<file path="src/rtl/spi_apb_pkg.sv">
// Shared definitions for the SPI-controller APB sequencer and its bench:
// register map, status bits and state encodings.
package spi_apb_pkg;

  localparam logic [2:0] ADDR_CR1 = 3'd0;
  localparam logic [2:0] ADDR_CR2 = 3'd1;
  localparam logic [2:0] ADDR_BR  = 3'd2;
  localparam logic [2:0] ADDR_SR  = 3'd3;
  localparam logic [2:0] ADDR_DR  = 3'd5;

  localparam int SR_SPTEF = 5;
  localparam int SR_SPIF  = 7;

  typedef enum logic [3:0] {
    S_IDLE, S_CFG_CR1, S_CFG_CR2, S_CFG_BR, S_READY,
    S_POLL_TE, S_WR_DR, S_POLL_IF, S_RD_DR
  } seq_state_e;

  typedef enum logic [1:0] {X_IDLE, X_SETUP, X_ACCESS, X_GAP} xfer_state_e;

  // States in which the sequencer owns an APB transfer.
  function automatic logic is_xfer_state(input seq_state_e s);
    return (s != S_IDLE) && (s != S_READY);
  endfunction

endpackage

</file>
<file path="src/rtl/apb_master_xfer.sv">
// Single APB transfer engine: SETUP, ACCESS (until PREADY or timeout), then
// one forced idle cycle. A new start is accepted in that idle cycle.
module apb_master_xfer
  import spi_apb_pkg::*;
#(
  parameter int PREADY_TIMEOUT = 16
) (
  input  logic       clk_i,
  input  logic       rst_i,
  input  logic       start_i,
  input  logic [2:0] addr_i,
  input  logic       write_i,
  input  logic [7:0] wdata_i,
  output logic       free_o,
  output logic       done_o,
  output logic       err_o,
  output logic [7:0] rdata_o,
  output logic [2:0] paddr_o,
  output logic       psel_o,
  output logic       penable_o,
  output logic       pwrite_o,
  output logic [7:0] pwdata_o,
  input  logic [7:0] prdata_i,
  input  logic       pready_i,
  input  logic       pslverr_i
);

  localparam int TW = $clog2(PREADY_TIMEOUT + 1);

  xfer_state_e   st_q;
  logic [TW-1:0] tmo_q;
  logic          done_q, err_q;
  logic [7:0]    rdata_q;

  always_ff @(posedge clk_i) begin
    if (rst_i) begin
      st_q      <= X_IDLE;
      tmo_q     <= '0;
      done_q    <= 1'b0;
      err_q     <= 1'b0;
      rdata_q   <= '0;
      paddr_o   <= '0;
      psel_o    <= 1'b0;
      penable_o <= 1'b0;
      pwrite_o  <= 1'b0;
      pwdata_o  <= '0;
    end else begin
      done_q <= 1'b0;
      err_q  <= 1'b0;
      case (st_q)
        X_IDLE, X_GAP: begin
          if (start_i) begin
            st_q     <= X_SETUP;
            psel_o   <= 1'b1;
            paddr_o  <= addr_i;
            pwrite_o <= write_i;
            pwdata_o <= wdata_i;
          end else begin
            st_q <= X_IDLE;
          end
        end
        X_SETUP: begin
          st_q      <= X_ACCESS;
          penable_o <= 1'b1;
          tmo_q     <= '0;
        end
        X_ACCESS: begin
          // A timed-out transfer is dropped exactly like a completed one.
          if (pready_i || tmo_q == TW'(PREADY_TIMEOUT - 1)) begin
            st_q      <= X_GAP;
            psel_o    <= 1'b0;
            penable_o <= 1'b0;
            done_q    <= 1'b1;
            err_q     <= pready_i ? pslverr_i : 1'b1;
            if (pready_i && !pwrite_o) rdata_q <= prdata_i;
          end else begin
            tmo_q <= tmo_q + 1'b1;
          end
        end
        default: st_q <= X_IDLE;
      endcase
    end
  end

  assign free_o  = (st_q == X_IDLE) || (st_q == X_GAP);
  assign done_o  = done_q;
  assign err_o   = err_q;
  assign rdata_o = rdata_q;

endmodule

</file>
<file path="src/rtl/spi_apb_sequencer.sv">
// APB master that configures the SPI controller, then streams bytes through
// it: poll SPTEF, write DR, poll SPIF, read DR back.
module spi_apb_sequencer
  import spi_apb_pkg::*;
#(
  parameter int POLL_MAX       = 255,
  parameter int PREADY_TIMEOUT = 16,
  parameter int SPTEF_BIT      = SR_SPTEF,
  parameter int SPIF_BIT       = SR_SPIF
) (
  input  logic       PCLK,
  input  logic       PRESET,
  input  logic       cfg_start_i,
  input  logic [7:0] cfg_cr1_i,
  input  logic [7:0] cfg_cr2_i,
  input  logic [7:0] cfg_br_i,
  input  logic       tx_valid_i,
  input  logic [7:0] tx_data_i,
  output logic       tx_ready_o,
  output logic       rx_valid_o,
  output logic [7:0] rx_data_o,
  output logic       busy_o,
  output logic       cfg_done_o,
  output logic       err_o,
  output logic [2:0] PADDR_o,
  output logic       PSEL_o,
  output logic       PENABLE_o,
  output logic       PWRITE_o,
  output logic [7:0] PWDATA_o,
  input  logic [7:0] PRDATA_i,
  input  logic       PREADY_i,
  input  logic       PSLVERR_i
);

  localparam int PW = $clog2(POLL_MAX + 1);

  seq_state_e    state_q, state_d;
  logic [PW-1:0] poll_q, poll_d;
  logic [7:0]    tx_q, tx_d, rx_q;
  logic          err_q, err_d, rdy_q, busy_q;

  logic       x_start, x_free, x_done, x_err, x_write;
  logic [2:0] x_addr;
  logic [7:0] x_wdata, x_rdata;

  always_comb begin
    state_d = state_q;
    poll_d  = poll_q;
    tx_d    = tx_q;
    err_d   = err_q;
    case (state_q)
      S_IDLE: if (cfg_start_i) begin
        state_d = S_CFG_CR1;
        err_d   = 1'b0;
      end
      S_READY: if (tx_valid_i) begin
        state_d = S_POLL_TE;
        tx_d    = tx_data_i;
        poll_d  = '0;
      end
      default: if (x_done) begin
        if (x_err) begin
          state_d = S_IDLE;
          err_d   = 1'b1;
        end else begin
          case (state_q)
            S_CFG_CR1: state_d = S_CFG_CR2;
            S_CFG_CR2: state_d = S_CFG_BR;
            S_CFG_BR:  state_d = S_READY;
            S_POLL_TE: begin
              if (x_rdata[SPTEF_BIT]) state_d = S_WR_DR;
              else if (poll_q == PW'(POLL_MAX - 1)) begin
                state_d = S_IDLE;
                err_d   = 1'b1;
              end else poll_d = poll_q + 1'b1;
            end
            S_WR_DR: begin
              state_d = S_POLL_IF;
              poll_d  = '0;
            end
            S_POLL_IF: begin
              if (x_rdata[SPIF_BIT]) state_d = S_RD_DR;
              else if (poll_q == PW'(POLL_MAX - 1)) begin
                state_d = S_IDLE;
                err_d   = 1'b1;
              end else poll_d = poll_q + 1'b1;
            end
            S_RD_DR: state_d = S_READY;
            default: ;
          endcase
        end
      end
    endcase
  end

  // Request is decoded from the next state so a follow-on transfer can
  // launch from the engine's idle cycle without a bubble.
  always_comb begin
    x_addr  = ADDR_SR;
    x_write = 1'b0;
    x_wdata = 8'h00;
    case (state_d)
      S_CFG_CR1: begin x_addr = ADDR_CR1; x_write = 1'b1; x_wdata = cfg_cr1_i; end
      S_CFG_CR2: begin x_addr = ADDR_CR2; x_write = 1'b1; x_wdata = cfg_cr2_i; end
      S_CFG_BR:  begin x_addr = ADDR_BR;  x_write = 1'b1; x_wdata = cfg_br_i;  end
      S_WR_DR:   begin x_addr = ADDR_DR;  x_write = 1'b1; x_wdata = tx_d;      end
      S_RD_DR:   x_addr = ADDR_DR;
      default: ;
    endcase
  end

  assign x_start = x_free && is_xfer_state(state_d);

  always_ff @(posedge PCLK) begin
    if (PRESET) begin
      state_q <= S_IDLE;
      poll_q  <= '0;
      tx_q    <= '0;
      rx_q    <= '0;
      err_q   <= 1'b0;
      rdy_q   <= 1'b0;
      busy_q  <= 1'b0;
    end else begin
      state_q <= state_d;
      poll_q  <= poll_d;
      tx_q    <= tx_d;
      err_q   <= err_d;
      rdy_q   <= (state_d == S_READY);
      busy_q  <= is_xfer_state(state_d);
      if (rx_valid_o) rx_q <= x_rdata;
    end
  end

  assign rx_valid_o = x_done && !x_err && (state_q == S_RD_DR);
  assign rx_data_o  = rx_valid_o ? x_rdata : rx_q;
  assign tx_ready_o = rdy_q;
  assign cfg_done_o = rdy_q;
  assign busy_o     = busy_q;
  assign err_o      = err_q;

  apb_master_xfer #(.PREADY_TIMEOUT(PREADY_TIMEOUT)) u_xfer (
    .clk_i     (PCLK),
    .rst_i     (PRESET),
    .start_i   (x_start),
    .addr_i    (x_addr),
    .write_i   (x_write),
    .wdata_i   (x_wdata),
    .free_o    (x_free),
    .done_o    (x_done),
    .err_o     (x_err),
    .rdata_o   (x_rdata),
    .paddr_o   (PADDR_o),
    .psel_o    (PSEL_o),
    .penable_o (PENABLE_o),
    .pwrite_o  (PWRITE_o),
    .pwdata_o  (PWDATA_o),
    .prdata_i  (PRDATA_i),
    .pready_i  (PREADY_i),
    .pslverr_i (PSLVERR_i)
  );

endmodule

</file>
<file path="config.mk">
export PLATFORM = sky130hd
export DESIGN_NAME = spi_apb_sequencer
export DESIGN_NICKNAME = d
export VERILOG_FILES = /design/src/rtl/spi_apb_pkg.sv /design/src/rtl/apb_master_xfer.sv /design/src/rtl/spi_apb_sequencer.sv
export SDC_FILE = /design/constraint.sdc
export NUM_CORES = 1
export LEC_CHECK = 0
export ABC_CLOCK_PERIOD_IN_PS = 6200
export CAP_MARGIN = 10
export CORE_MARGIN = 1
export CORE_UTILIZATION = 54
export CTS_CLUSTER_SIZE = 25
export DETAILED_ROUTE_END_ITERATION = 10
export GPL_TIMING_DRIVEN = 0
export PLACE_DENSITY = 0.85
export SYNTH_ARGS = -nofsm -noshare
export SYNTH_HDL_FRONTEND = slang
export SYNTH_SLANG_ARGS = --single-unit
</file>
<file path="constraint.sdc">
create_clock -name PCLK -period 6.2 [get_ports PCLK]
set_input_delay 1.55 -clock PCLK [delete_from_list [all_inputs] [get_ports PCLK]]
set_output_delay 1.55 -clock PCLK [all_outputs]
set_load 0.02 [all_outputs]
</file>
* After elaboration in Yosys (flattened, before gate mapping) *
Index checks and enable logic that the tools add are counted.

cells by class
  add/sub/neg operators = 2
  equal/unequal tests = 30
  multiplexer cells = 42
  bitwise operators = 4
  reductions and logical operators = 31

operator list
  operator                                               number
  two-way mux 8 bit                                      9
  case mux 8 bit (4 select lines)                        1
  two-way mux 4 bit                                      7
  == test 4 x 3 -> 1 bit, second input constant          6
  case mux 4 bit (6 select lines)                        1
  case mux 8 bit (3 select lines)                        1
  == test 4 x 2 -> 1 bit, second input constant          4
  case mux 8 bit (2 select lines)                        1
  two-way mux 1 bit                                      12
  inequality test 4 x 3 -> 1 bit, second input constant  3
  case mux 3 bit (4 select lines)                        1
  nonzero test 4 bit                                     3
  case mux 5 bit (2 select lines)                        1
  adder 8 x 1 -> 8 bit, second input constant            1
  == test 4 x 1 -> 1 bit, second input constant          2
  == test 4 bit, second input constant                   2
  == test 8 bit, second input constant                   1
  inequality test 2 bit, second input constant           4
  case mux 1 bit (2 select lines)                        4
  case mux 4 bit (2 select lines)                        1
  nonzero test 2 bit                                     4
  OR reduction 2 bit                                     4
  AND reduction 7 bit                                    1
  inequality test 3 bit, second input constant           2
  19 further kinds                                       33

word-level totals
  flip-flop bits (word level) = 62
  input port bits = 46
  output and inout bits = 27
  word-level logic and storage cells = 126

* Depth between registers and ports, before layout *
Gate-level depths: netlist of run 1.

  depth after elaboration = 12
  gate-level depth with buffers = 9
  mapped depth without buffers = 9

* Hierarchy *
From an unflattened synthesis of run 1, not the netlist that was laid out.

second synthesis, totals
  cells, all modules = 369
  area total of the unflattened synthesis = 3128.0 um^2

by module, submodules not included
  module             instances  cells each  area an instance (um^2)  sequential area each (um^2)
  spi_apb_sequencer  1          222         1816.7                   620.6
  apb_master_xfer    1          147         1311.3                   620.6

* Worst setup path before layout of run 1 *
No wires, ideal clock.

  path type = flip-flop to output port
  start point = register state_q[1]
  end point = output rx_data_o[0]
  data arrival time = 1.418 ns
  required time = 4.650 ns
  setup slack = 3.232 ns
  stages on the path, launching flop included = 7
  buffers on the path = 1
  path through = dfxtp_1 > buf_6 > nor2_1 > nand4_1 > inv_1 > nand2_1 > nand2_1

on the way
  longest elaborated chain between the ends = 3

ends and longest elaborated chain
  element                 RTL line                  RTL
  start, declared         spi_apb_sequencer.sv:37   seq_state_e state_q, state_d;
  start signal, assigned  spi_apb_sequencer.sv:124  state_q <= state_d;
  == test 4 bit           spi_apb_sequencer.sv:134  assign rx_valid_o = x_done && !x_err && (state_q == S_RD_DR);
  logical AND 1 bit       spi_apb_sequencer.sv:134
  via rx_valid_o          spi_apb_sequencer.sv:20   output logic rx_valid_o,
  two-way mux 8 bit       -
  end, declared           spi_apb_sequencer.sv:21   output logic [7:0] rx_data_o,

The timed path passes the listed nets, and every way through them passes these cells.

* Worst setup path after layout of run 1 *
  start point = register state_q[3]
  end point = output rx_data_o[4]

on the way
  longest elaborated chain between the ends = 3

ends and longest elaborated chain
  element            RTL line
  == test 4 bit      spi_apb_sequencer.sv:134
  logical AND 1 bit  spi_apb_sequencer.sv:134
  two-way mux 8 bit  -

No other way between the ends.

==> results of run 1 <==
-- cells in the mapped netlist, types with 2 or more instances --
cell | n | area share
o21a_1 | 2 | 0.0047
mux2i_1 | 22 | 0.070
nand3_1 | 3 | 0.0047
a21oi_1 | 22 | 0.035
nor3_1 | 12 | 0.019
nand4_1 | 7 | 0.014
and3_1 | 6 | 0.012
nor2_1 | 41 | 0.049
o32ai_1 | 8 | 0.022
o211ai_1 | 4 | 0.0095
ha_1 | 6 | 0.024
nand2b_1 | 4 | 0.0079
o21ai_0 | 10 | 0.016
buf_2 | 7 | 0.011
and2_1 | 16 | 0.032
a22o_1 | 9 | 0.025
clkbuf_1 | 7 | 0.0083
nor2b_1 | 3 | 0.0059
dfxtp_1 | 62 | 0.39
a211oi_1 | 5 | 0.012
buf_6 | 2 | 0.0071
nand2_1 | 32 | 0.038
mux2_2 | 7 | 0.025
xor2_1 | 8 | 0.022
a22oi_1 | 2 | 0.0047
inv_1 | 11 | 0.013
-- worst max-delay path, stage by stage, from the launching register on --
cell	delay (ps)
dfxtp_1	410
buf_2	280
nand4_1	440
inv_1	360
nand2_1	100
nand2_1	90
clkdlybuf4s50_1	600
-- per-layer routing --
layer	wire length, um	part of all wire	vias to the layer above
met5	0	0	-
met4	141	0.017	0
met3	548	0.067	13
met2	4154	0.50	115
met1	3395	0.41	1434
li1	-	-	1441
-- stage by stage --
stage | util | area, um^2 | instances | power, mW
finish | 0.7488 | 4174 | 512 | 1.259
global route | 0.7488 | 4174 | 512 | 1.328
CTS | 0.7488 | 4174 | 512 | 1.259
detailed placement | 0.7116 | 3966 | 496 | 0.8929
global placement | 0.7116 | 3966 | 496 | 0.8826
floorplan | - | 3166 | 353 | 0.7429
-- cell usage in the layout (no fill, tap or decap), types with 5 or more instances in the layout --
master / netlist / final
clkbuf_1: 7 / 7
nand4_1: 7 / 7
a21oi_1: 22 / 22
buf_2: 7 / 7
and3_1: 6 / 6
clkbuf_8: 0 / 10
dfxtp_1: 62 / 62
nand2_1: 32 / 32
ha_1: 6 / 6
o32ai_1: 8 / 8
and2_1: 16 / 16
inv_1: 11 / 11
a22o_1: 9 / 9
nor3_1: 12 / 12
a211oi_1: 5 / 5
xor2_1: 8 / 8
mux2_2: 7 / 7
o21ai_0: 10 / 10
mux2i_1: 22 / 22
clkdlybuf4s50_1: 0 / 71
nor2_1: 41 / 41
-- worst max path at each step --
stage                         to          from  slack, ps  cells after the start
finish              rx_data_o[4]    state_q[3]       2010                      6
global placement    rx_data_o[4]    state_q[3]       2440                      6
detailed placement  rx_data_o[1]    state_q[3]       2430                      6
global route        rx_data_o[2]  u_xfer.err_o       1860                      6
floorplan           rx_data_o[0]    state_q[1]       3230                      6
CTS                 rx_data_o[1]    state_q[3]       2030                      6
-- layout make-up --
type / count / area, um^2
buffer: 17 / 91.34
clock buffer: 10 / 137.6
clock inverter: 6 / 70.07
fill: 413 / 1400
inverter: 12 / 47.55
multi-input combinational: 262 / 1785
sequential: 62 / 1241
tap: 72 / 90.09
timing repair buffer: 71 / 710.7
-- sequential cells by signal, indices dropped and copies added, names as in the netlist --
register and flops:
u_xfer.tmo_q 5, u_xfer.pwdata_o 8, u_xfer.pwrite_o 1, tx_q 8
u_xfer.paddr_o 3, cfg_done_o 1, busy_o 1, state_q 4
u_xfer.done_o 1, rx_q 8, err_o 1, u_xfer.psel_o 1
u_xfer.err_o 1, u_xfer.rdata_o 8, u_xfer.penable_o 1, poll_q 8
u_xfer.st_q 2
-- power breakdown --
part | total, mW | internal (mW) | switching [mW]
registers | 0.470 | 0.441 | 0.0290
clock network | 0.369 | 0.198 | 0.171
logic | 0.420 | 0.177 | 0.242
-- logic make-up after synthesis --
group | Yosys count
AOI/OAI and AO/OA | 81
xor gates and xnor gates | 9
adders and majority gates | 6
buffers and inverters | 29
DFF | 62
muxes | 30
and+or+nand+nor | 136
==> metrics.md, run 1 <==
| Metric | Value |
|---|---|
| Run status | `finished, final reports clean` |
| RSZ-0062 raised after global routing | `no` |
| Min Clock Period, post-route | `between 4000 and 5000 ps` |
| Core footprint | `5574 um^2` |
| Reg-to-Reg Start | `state_q[2]` |
| Total number of clock tree sinks | `slightly above 60` |
| CP endpoint kind | `primary output` |
| Htree depth | `3` |
| Die height | `roughly 79 um` |
| Grt ovf | `0` |
| PwrDens | `301.7 nW/um^2` |
| Initial Utilization | `0.5679` |
| CP max FO | `10` |
| CP required | `roughly 4700 ps` |
| Min-delay src | `u_xfer.pwdata_o[6]` |
| Crit share post-route | `0.6757` |
| # Max-Cap Violations | `0` |
| LEAKAGE | `roughly 1.7 nW` |
| Largest net degree at the start of global routing | `13` |
| R2R setup slack | `3870 ps` |
| FF-to-FF path depth | `7` |
| Fmax | `approximately 0.24 GHz` |
| Detailed Routing Iterations Pass 1 | `5` |
| Final Worst Setup Slack | `roughly 2000 ps` |
| Worst Hold Path EP | `u_xfer.pwdata_o[6]` |
| Post-CTS resize count | `0` |
| WS Path Type | `flop to primary output` |
| I/O Pins | `between 70 and 80` |
| Slew headroom | `0.5798` |
| Simple-gate share of the synthesized area | `0.2186` |
| Mean area per synthesized cell | `between 8 and 9 um^2` |
| Layout Nets | `just under 500` |
| Post-Route Skew | `about 12 ps` |
| Largest family of logic cells by synthesized area | `simple AND/OR/NAND/NOR gates` |
| Placer Congestion | `around 0.87` |
| Final hold slack | `between 400 and 500 ps` |
| First-pass GRT wire length | `13.21 mm` |
| Yosys warning total | `0` |
| Least-Margin Pin Slew | `a little over 600 ps` |
| DR DRC count | `0` |
| Total CTS buffers | `9` |
| GR peak layer | `met2` |
| Vias per cell | `5.865` |
| Ys flop type | `dfxtp_1` |
| Syn_nets | `405` |
| Met1 Use GR | `0.3297` |
| Tot GR Track Use | `0.2794` |
| Hold Path Class | `flop to flop` |
| CTS tree | `built` |
| Final HPWL DP | `slightly above 6 mm` |
| Post-CTS Repair Setup Buffers | `0` |
| Post-Syn Area | `about 3200 um^2` |
| Met2 usage in global routing | `0.4565` |
| Post-cts hold buffer count | `0` |
| Placement row count | `27` |
| Critical Path AT | `2640 ps` |
| Die extent in x | `around 80 um` |
| CP startpoint kind | `flop` |
| Post-route ant nets | `0` |
| Final wirelength | `about 8.2 mm` |
| Worst slack, placed | `2431 ps` |
| Post-synth cell types | `61` |
| Critical R2R Capture | `u_xfer.pwdata_o[0]` |
| Vias post-DR | `about 3000` |
| I/O Buffers | `around 70` |
| Antenna violations before repair | `0` |
| Setup-failing EPs final | `0` |
| Hold Path Depth | `1` |
| Number of synthesized register bits | `62` |
| Avg WL per Cell | `16.09 um` |
| Xor-xnor portion of the synthesized cell area | `0.02490` |
| Total die area | `just over 6000 um^2` |
| Syn-to-layout area delta | `31.86%` |
| CTS root buffer | `clkbuf_8` |
| Share of cells above drive strength 1 | `0.1091` |
| Antenna Cells | `0` |
| Proportion of synthesized area in mux cells | `0.09921` |
| Ys async rst share | `0` |
| Vias in the first global route | `between 2000 and 3000` |
| Final Hold Vio Count | `0` |
| Adder-cell area share of the yosys netlist | `0.02372` |
| Post-synth EDFFs | `0` |
| Compound-gate portion of the synthesized area | `0.1976` |
| Met3 usage | `0.1000` |
| Max-slew violations | `0` |
| Clock Latency Late Sink | `350 ps` |
| Clock transition at the registers of the reported paths | `about 80 ps` |
| Worst vdd ir | `between 200 and 300 uV` |
| Clk buf depth | `2` |
| Synthesized instance count | `~350` |
| Number of DRC markers in iteration 0 | `~190` |
| Seq/Total Area, Yosys | `0.3921` |
| Fin Setup TNS | `0 ps` |
Power figures use the tool's default switching activity.
==> inputs of run 2 (changes only) <==
--- a/config.mk
+++ b/config.mk
@@ -5,14 +5,14 @@
 export SDC_FILE = /design/constraint.sdc
 export NUM_CORES = 1
 export LEC_CHECK = 0
-export ABC_CLOCK_PERIOD_IN_PS = 6200
+export ABC_CLOCK_PERIOD_IN_PS = 4220
 export CAP_MARGIN = 10
 export CORE_MARGIN = 1
-export CORE_UTILIZATION = 54
+export CORE_UTILIZATION = 50
 export CTS_CLUSTER_SIZE = 25
 export DETAILED_ROUTE_END_ITERATION = 10
 export GPL_TIMING_DRIVEN = 0
-export PLACE_DENSITY = 0.85
+export PLACE_DENSITY = 0.8
 export SYNTH_ARGS = -nofsm -noshare
 export SYNTH_HDL_FRONTEND = slang
 export SYNTH_SLANG_ARGS = --single-unit
==> constraint.sdc (replaced) <==
create_clock -name PCLK -period 4.22 [get_ports PCLK]
set_input_delay 1.055 -clock PCLK [delete_from_list [all_inputs] [get_ports PCLK]]
set_output_delay 1.055 -clock PCLK [all_outputs]
set_load 0.02 [all_outputs]
==> metrics.md, run 2 (synthesized netlist as in run 1, its figures left out) <==
| Metric | Value |
|---|---|
| Net load switching power | `641.1 uW (+45%)` |
| Total die area | `6654 um^2 (+7.8%)` |
| Clk buf depth | `2 (unchanged)` |
| CP max FO | `9 (-1)` |
| Final wirelength | `8.187 mm (-0.63%)` |
| Worst vdd ir | `286.2 uV (+11%)` |
| Worst slack, placed | `952.7 ps (-1478 ps)` |
| Core footprint | `6026 um^2 (+8.1%)` |
| Die extent in x | `81.57 um (+3.8%)` |
| Hold Path Class | `flop to flop` |
| WS Path Type | `flop to primary output` |
| Sequential Power Share | `0.366 (-0.008)` |
| Commonest non-fill, non-tap cell in the layout | `clkdlybuf4s50_1` |
| Total number of clock tree sinks | `62 (unchanged)` |
| Post-cts hold buffer count | `0 (unchanged)` |
| Ordered cell list for the critical path | `nor2b_1 -> nand4_1 -> inv_1 -> nand2_1 -> nand2_1 -> clkdlybuf4s50_1` |
| Avg WL per Cell | `15.90 um (-1.2%)` |
| Critical R2R Capture | `u_xfer.pwdata_o[3]` |
| Detailed Routing Iterations Pass 1 | `4 (-1)` |
| Placement row count | `28 (+3.7%)` |
| CTS tree | `built` |
| Vias post-DR | `2932 (-2.4%)` |
| Vias in the first global route | `2727 (-6.2%)` |
| Die height | `81.57 um (+3.8%)` |
| Fmax | `roughly 0.27 GHz` |
| CP required | `3160 ps (-1490 ps)` |
| LEAKAGE | `1.700 nW (+0.63%)` |
| Crit share post-route | `0.8680` |
| Sw frac | `0.3402 (-0.01091)` |
| First-pass GRT wire length | `12.75 mm (-3.5%)` |
| Footprint of the multi-input gates | `1785 um^2 (unchanged)` |
| Slowest cell delay on critical path | `600 ps (about the same)` |
| Core Util, Final | `0.6956 (-0.05322)` |
| Clock transition at the registers of the reported paths | `70 ps (about the same)` |
| Commonest cells after routing, fill and taps aside | `clkdlybuf4s50_1, dfxtp_1, nor2_1` |
| Final Worst Setup Slack | `557.2 ps (-1453 ps)` |
| CP endpoint kind | `primary output` |
| Syn-to-layout area delta | `32.41%` |
| Grt ovf | `0 (unchanged)` |
| Antenna Cells | `0 (unchanged)` |
| R2R setup slack | `1880 ps (-1990 ps)` |
| Final Hold Vio Count | `0 (unchanged)` |
| DR DRC count | `0 (unchanged)` |
| Min Clock Period, post-route | `3663 ps` |
| FF-to-FF path depth | `7 (unchanged)` |
| Post-Route Skew | `11.08 ps (-0.5372 ps)` |
| Vias per cell | `5.693 (-2.9%)` |
| Placer Congestion | `0.8665 (-0.61%)` |
| Int Pwr | `1.243 mW (+52%)` |
| Slew headroom | `0.6054 (+0.02558)` |
| Htree depth | `3 (unchanged)` |
| Critical Path AT | `2610 ps (-30 ps)` |
| CP dominant cell by count | `nand2_1` |
| Run status | `finished, final reports clean` |
| CTS root buffer | `clkbuf_8` |
| RSZ-0062 raised after global routing | `no` |
| Layout Nets | `487 (unchanged)` |
| Fin Setup TNS | `0 ps (unchanged)` |
| Post-route ant nets | `0 (unchanged)` |
| Reg-to-Reg Start | `state_q[2]` |
| Slowest CP cell | `clkdlybuf4s50_1` |
| I/O Buffers | `71 (unchanged)` |
| Number of DRC markers in iteration 0 | `174 (-5.9%)` |
| Final HPWL DP | `6.044 mm (-0.15%)` |
| CP startpoint kind | `flop` |
| Clock Latency Late Sink | `340 ps (about the same)` |
| Tot GR Track Use | `0.2568 (-0.02261)` |
| Setup-failing EPs final | `0 (unchanged)` |
| Largest net degree at the start of global routing | `13 (unchanged)` |
| Combinational cell fraction of total power | `0.329 (-0.004)` |
| # Max-Cap Violations | `0 (unchanged)` |
| Total CTS buffers | `9 (unchanged)` |
| Share of cells above drive strength 1 | `0.1091 (unchanged)` |
| Max-slew violations | `0 (unchanged)` |
| Origin of the worst setup path | `u_xfer.done_o` |
| Least-Margin Pin Slew | `591.9 ps (-30.23 ps)` |
| Post-CTS Repair Setup Buffers | `0 (unchanged)` |
| Antenna violations before repair | `0 (unchanged)` |
| Post-CTS resize count | `0 (unchanged)` |
| FF/Latch Area | `1241 um^2 (unchanged)` |
| Initial Utilization | `0.5253 (-0.04257)` |
| Clock Power Share | `0.305 (+0.012)` |
| PwrDens | `449.6 nW/um^2 (+49%)` |
| Crit path to | `rx_data_o[0]` |
| I/O Pins | `73 (unchanged)` |
| FILL cells | `506 (+23%)` |
## run 2: cell count changes in the layout (fill, tap and decap cells not counted), sizes merged
cell	previous run	this run
bufinv	1	2
clkinv	1	2
clkinvlp	3	2
clkbuf	17	16
## run 2: worst min-delay path by stage
stage	from	endpoint	slack (ps)	depth (start not counted)
3_3_place_gp	u_xfer.pwdata_o[6]	u_xfer.pwdata_o[6]	460	1
4_1_cts	u_xfer.pwdata_o[7]	u_xfer.pwdata_o[7]	480	1
5_1_grt	u_xfer.pwdata_o[7]	u_xfer.pwdata_o[7]	510	1
3_5_place_dp	u_xfer.pwdata_o[7]	u_xfer.pwdata_o[7]	460	1
6_report	u_xfer.pwdata_o[7]	u_xfer.pwdata_o[7]	480	1
2_1_floorplan	tx_q[0]	tx_q[0]	450	2
## run 2: metal layers
metal,track usage,wire (um),vias to the layer above
met1,0.3226,3579,1392
li1,-,-,1452
met3,0.05667,463,6
met5,0,0,-
met4,0.1158,73,0
met2,0.4192,4071,82
## run 2: final cells by class
type | instances | share of cell area
clock buffer | 9 | 0.02955
timing repair buffer | 71 | 0.1696
clock inverter | 7 | 0.02328
buffer | 17 | 0.02179
multi-input combinational | 262 | 0.4260
sequential | 62 | 0.2961
tap | 75 | 0.02239
inverter | 12 | 0.01134
## run 2: metrics by stage
step           instance area (um^2)  std cells  hold slack, ps  total power, mW
2_1_floorplan                  3166        353           449.4            1.091
3_3_place_gp                   3970        499           462.0            1.302
3_5_place_dp                   3970        499           458.7            1.317
4_1_cts                        4192        515           483.9            1.893
5_1_grt                        4192        515           507.6            1.982
6_report                       4192        515           479.9            1.884
## run 2: critical path: cells and delay by family (launching register included)
kind	cells	cell delay [ps]
flops	1	390
simple gates	4	900
buf+inv	2	980
## run 2: power groups by stage
stage / combinational, mW / sequential [mW] / clock (mW)
global route: 0.673 / 0.698 / 0.612
CTS: 0.619 / 0.690 / 0.584
global placement: 0.602 / 0.700 / 0
floorplan: 0.348 / 0.743 / 0
detailed placement: 0.614 / 0.703 / 0
finish: 0.620 / 0.690 / 0.574
==> inputs of run 3 (changes only) <==
--- a/config.mk
+++ b/config.mk
@@ -7,6 +7,7 @@
 export LEC_CHECK = 0
 export ABC_CLOCK_PERIOD_IN_PS = 4220
 export CAP_MARGIN = 10
+export CORE_ASPECT_RATIO = 0.8
 export CORE_MARGIN = 1
 export CORE_UTILIZATION = 50
 export CTS_CLUSTER_SIZE = 25
@@ -16,3 +17,4 @@
 export SYNTH_ARGS = -nofsm -noshare
 export SYNTH_HDL_FRONTEND = slang
 export SYNTH_SLANG_ARGS = --single-unit
+export TNS_END_PERCENT = 10
==> metrics.md, run 3 (synthesized netlist as in run 1, its figures left out) <==
| Metric | Value |
|---|---|
| Int Pwr | `1.186 mW (-4.6%)` |
| CP startpoint kind | `flop` |
| Slowest cell delay on critical path | `610 ps (about the same)` |
| Core footprint | `6006 um^2 (-0.33%)` |
| RSZ-0062 raised after global routing | `no` |
| I/O Pins | `73 (unchanged)` |
| PwrDens | `438.0 nW/um^2 (-2.6%)` |
| Fin Setup TNS | `0 ps (unchanged)` |
| Bufs and invs on worst path | `3 (+1)` |
| Hold Path Class | `flop to flop` |
| Slew headroom | `0.6097 (+0.004277)` |
| CTS tree | `built` |
| Commonest non-fill, non-tap cell in the layout | `clkdlybuf4s50_1` |
| Final cell count without fillers | `521 (+1.2%)` |
| Die extent in x | `90.96 um (+12%)` |
| Detailed Routing Iterations Pass 1 | `4 (unchanged)` |
| Placement row count | `25 (-11%)` |
| Final wirelength | `8.011 mm (-2.1%)` |
| Vias in the first global route | `2763 (+1.3%)` |
| Cell Area, Placed | `3978 um^2 (+0.19%)` |
| Tot GR Track Use | `0.2585 (+0.001693)` |
| Setup-failing EPs final | `0 (unchanged)` |
| Crit share post-route | `0.8706 (+0.002682)` |
| Sw frac | `0.3516 (+0.01145)` |
| LEAKAGE | `1.687 nW (-0.75%)` |
| Cells after DPL | `505 (+1.2%)` |
| Die height | `73.17 um (-10%)` |
| CP required | `3160 ps (about the same)` |
| Share of cells above drive strength 1 | `0.1068 (-0.002273)` |
| Grt ovf | `0 (unchanged)` |
| First-pass GRT wire length | `13.28 mm (+4.2%)` |
| Commonest cells after routing, fill and taps aside | `clkdlybuf4s50_1, dfxtp_1, nor2_1` |
| Net load switching power | `643.2 uW (+0.34%)` |
| Vias post-DR | `2915 (-0.58%)` |
| Initial Utilization | `0.5271 (+0.001751)` |
| CP max FO | `10 (+1)` |
| R2R setup slack | `1900 ps (+20 ps)` |
| Antenna violations before repair | `0 (unchanged)` |
| Max-slew violations | `0 (unchanged)` |
| Worst vdd ir | `277.3 uV (-3.1%)` |
| Reg-to-Reg Start | `poll_q[1]` |
| Clock transition at the registers of the reported paths | `70 ps (about the same)` |
| Post-Route Skew | `9.758 ps (-1.323 ps)` |
| Origin of the worst setup path | `state_q[3]` |
| Clock Power Share | `0.285 (-0.020)` |
| Htree depth | `3 (unchanged)` |
| Total number of clock tree sinks | `62 (unchanged)` |
| CP dominant cell by count | `nand2_1` |
| CTS root buffer | `clkbuf_8` |
| Hold Path Depth | `2 (+1)` |
| Fmax | `0.2722 GHz (-0.31%)` |
| Cell family with most CP delay | `buffers and inverters` |
| Final hold slack | `476.4 ps (-3.454 ps)` |
| Min-delay src | `err_o` |
| I/O Buffers | `71 (unchanged)` |
| Post-CTS resize count | `0 (unchanged)` |
| Final Worst Setup Slack | `545.9 ps (-11.32 ps)` |
| Ordered cell list for the critical path | `buf_2 -> nand4_1 -> inv_1 -> nand2_1 -> nand2_1 -> clkdlybuf4s50_1` |
| Post-route ant nets | `0 (unchanged)` |
| FF/Latch Area | `1241 um^2 (unchanged)` |
| Design area | `4177 um^2 (-0.36%)` |
| Min Clock Period, post-route | `3674 ps (+11.32 ps)` |
| Critical Path AT | `2620 ps (about the same)` |
| Least-Margin Pin Slew | `577.9 ps (-13.98 ps)` |
| Placer Congestion | `0.9082 (+4.8%)` |
| # Max-Cap Violations | `0 (unchanged)` |
| Antenna Cells | `0 (unchanged)` |
| Critical R2R Capture | `u_xfer.pwdata_o[7]` |
| Vias per cell | `5.595 (-1.7%)` |
| Total CTS buffers | `9 (unchanged)` |
| Layout Nets | `487 (unchanged)` |
| Final Hold Vio Count | `0 (unchanged)` |
| Syn-to-layout area delta | `31.94%` |
| Sequential Power Share | `0.378 (+0.012)` |
| Footprint of the multi-input gates | `1785 um^2 (unchanged)` |
| Final HPWL DP | `5.820 mm (-3.7%)` |
| Post-CTS Repair Setup Buffers | `0 (unchanged)` |
| FF-to-FF path depth | `8 (+1)` |
| FILL cells | `476 (-5.9%)` |
| Number of DRC markers in iteration 0 | `120 (-31%)` |
| Clk buf depth | `2 (unchanged)` |
| Worst slack, placed | `947.6 ps (-5.074 ps)` |
| Avg WL per Cell | `15.38 um (-3.3%)` |
| CP endpoint kind | `primary output` |
| Clock Latency Late Sink | `350 ps (about the same)` |
| Post-cts hold buffer count | `0 (unchanged)` |
| Worst Hold Path EP | `err_o` |
| Run status | `finished, final reports clean` |
| WS Path Type | `flop to primary output` |
| DR DRC count | `0 (unchanged)` |
| Largest net degree at the start of global routing | `13 (unchanged)` |
| Total die area | `6655 um^2 (about the same)` |
| Slowest CP cell | `clkdlybuf4s50_1` |
| Combinational cell fraction of total power | `0.337 (+0.008)` |
==> run 3: cell count changes in the layout (fill, tap and decap cells not counted), sizes merged <==
cell    before  now
bufinv       2    1
clkbuf      16   17
==> run 3: per-stage QoR <==
stage | utilization | power [mW]
floorplan | - | 1.091
global route | 0.6954 | 1.923
detailed placement | 0.6623 | 1.312
CTS | 0.6954 | 1.833
finish | 0.6954 | 1.829
global placement | 0.6623 | 1.303
==> run 3: worst max path at each step <==
stage	end	slack [ps]	depth (start not counted)
2_1_floorplan	rx_data_o[0]	1750	6
3_3_place_gp	rx_data_o[3]	940	6
3_5_place_dp	rx_data_o[3]	950	6
4_1_cts	rx_data_o[3]	550	6
5_1_grt	rx_data_o[0]	350	6
6_report	rx_data_o[3]	550	6
==> run 3: area by class of cell <==
class	count	share of cell area
plain buffers	17	0.02187
well taps	81	0.02427
clock buffers	10	0.03056
clock inverters	6	0.01708
inverters	12	0.01138
multi-input cells	262	0.4275
flip-flops and latches	62	0.2972
repair buffers	71	0.1702
==> run 3: power groups by stage <==
stage	Combinational, mW	Clock (mW)	Sequential (mW)
6_report	0.617	0.521	0.692
5_1_grt	0.667	0.556	0.700
4_1_cts	0.613	0.529	0.691
3_5_place_dp	0.610	0	0.703
3_3_place_gp	0.602	0	0.701
2_1_floorplan	0.348	0	0.743
==> run 3: routing by layer <==
layer  up-vias  track usage  part of all wire
met4         0      0.07055             0.014
met5         -            0                 0
met2        79       0.4099              0.45
met1      1383       0.3423              0.47
li1       1442            -                 -
met3        11      0.08125             0.058
==> run 3: worst reg2reg max path: cells and delay by family, from the launching register on <==
family	cells	cell delay, ps
buffers and inverters	1	360
multiplexers	1	230
flip-flops	1	380
AND/OR/NAND/NOR	2	430
AO/OA/AOI/OAI	3	640
adder cells (fa/ha/maj)	1	160
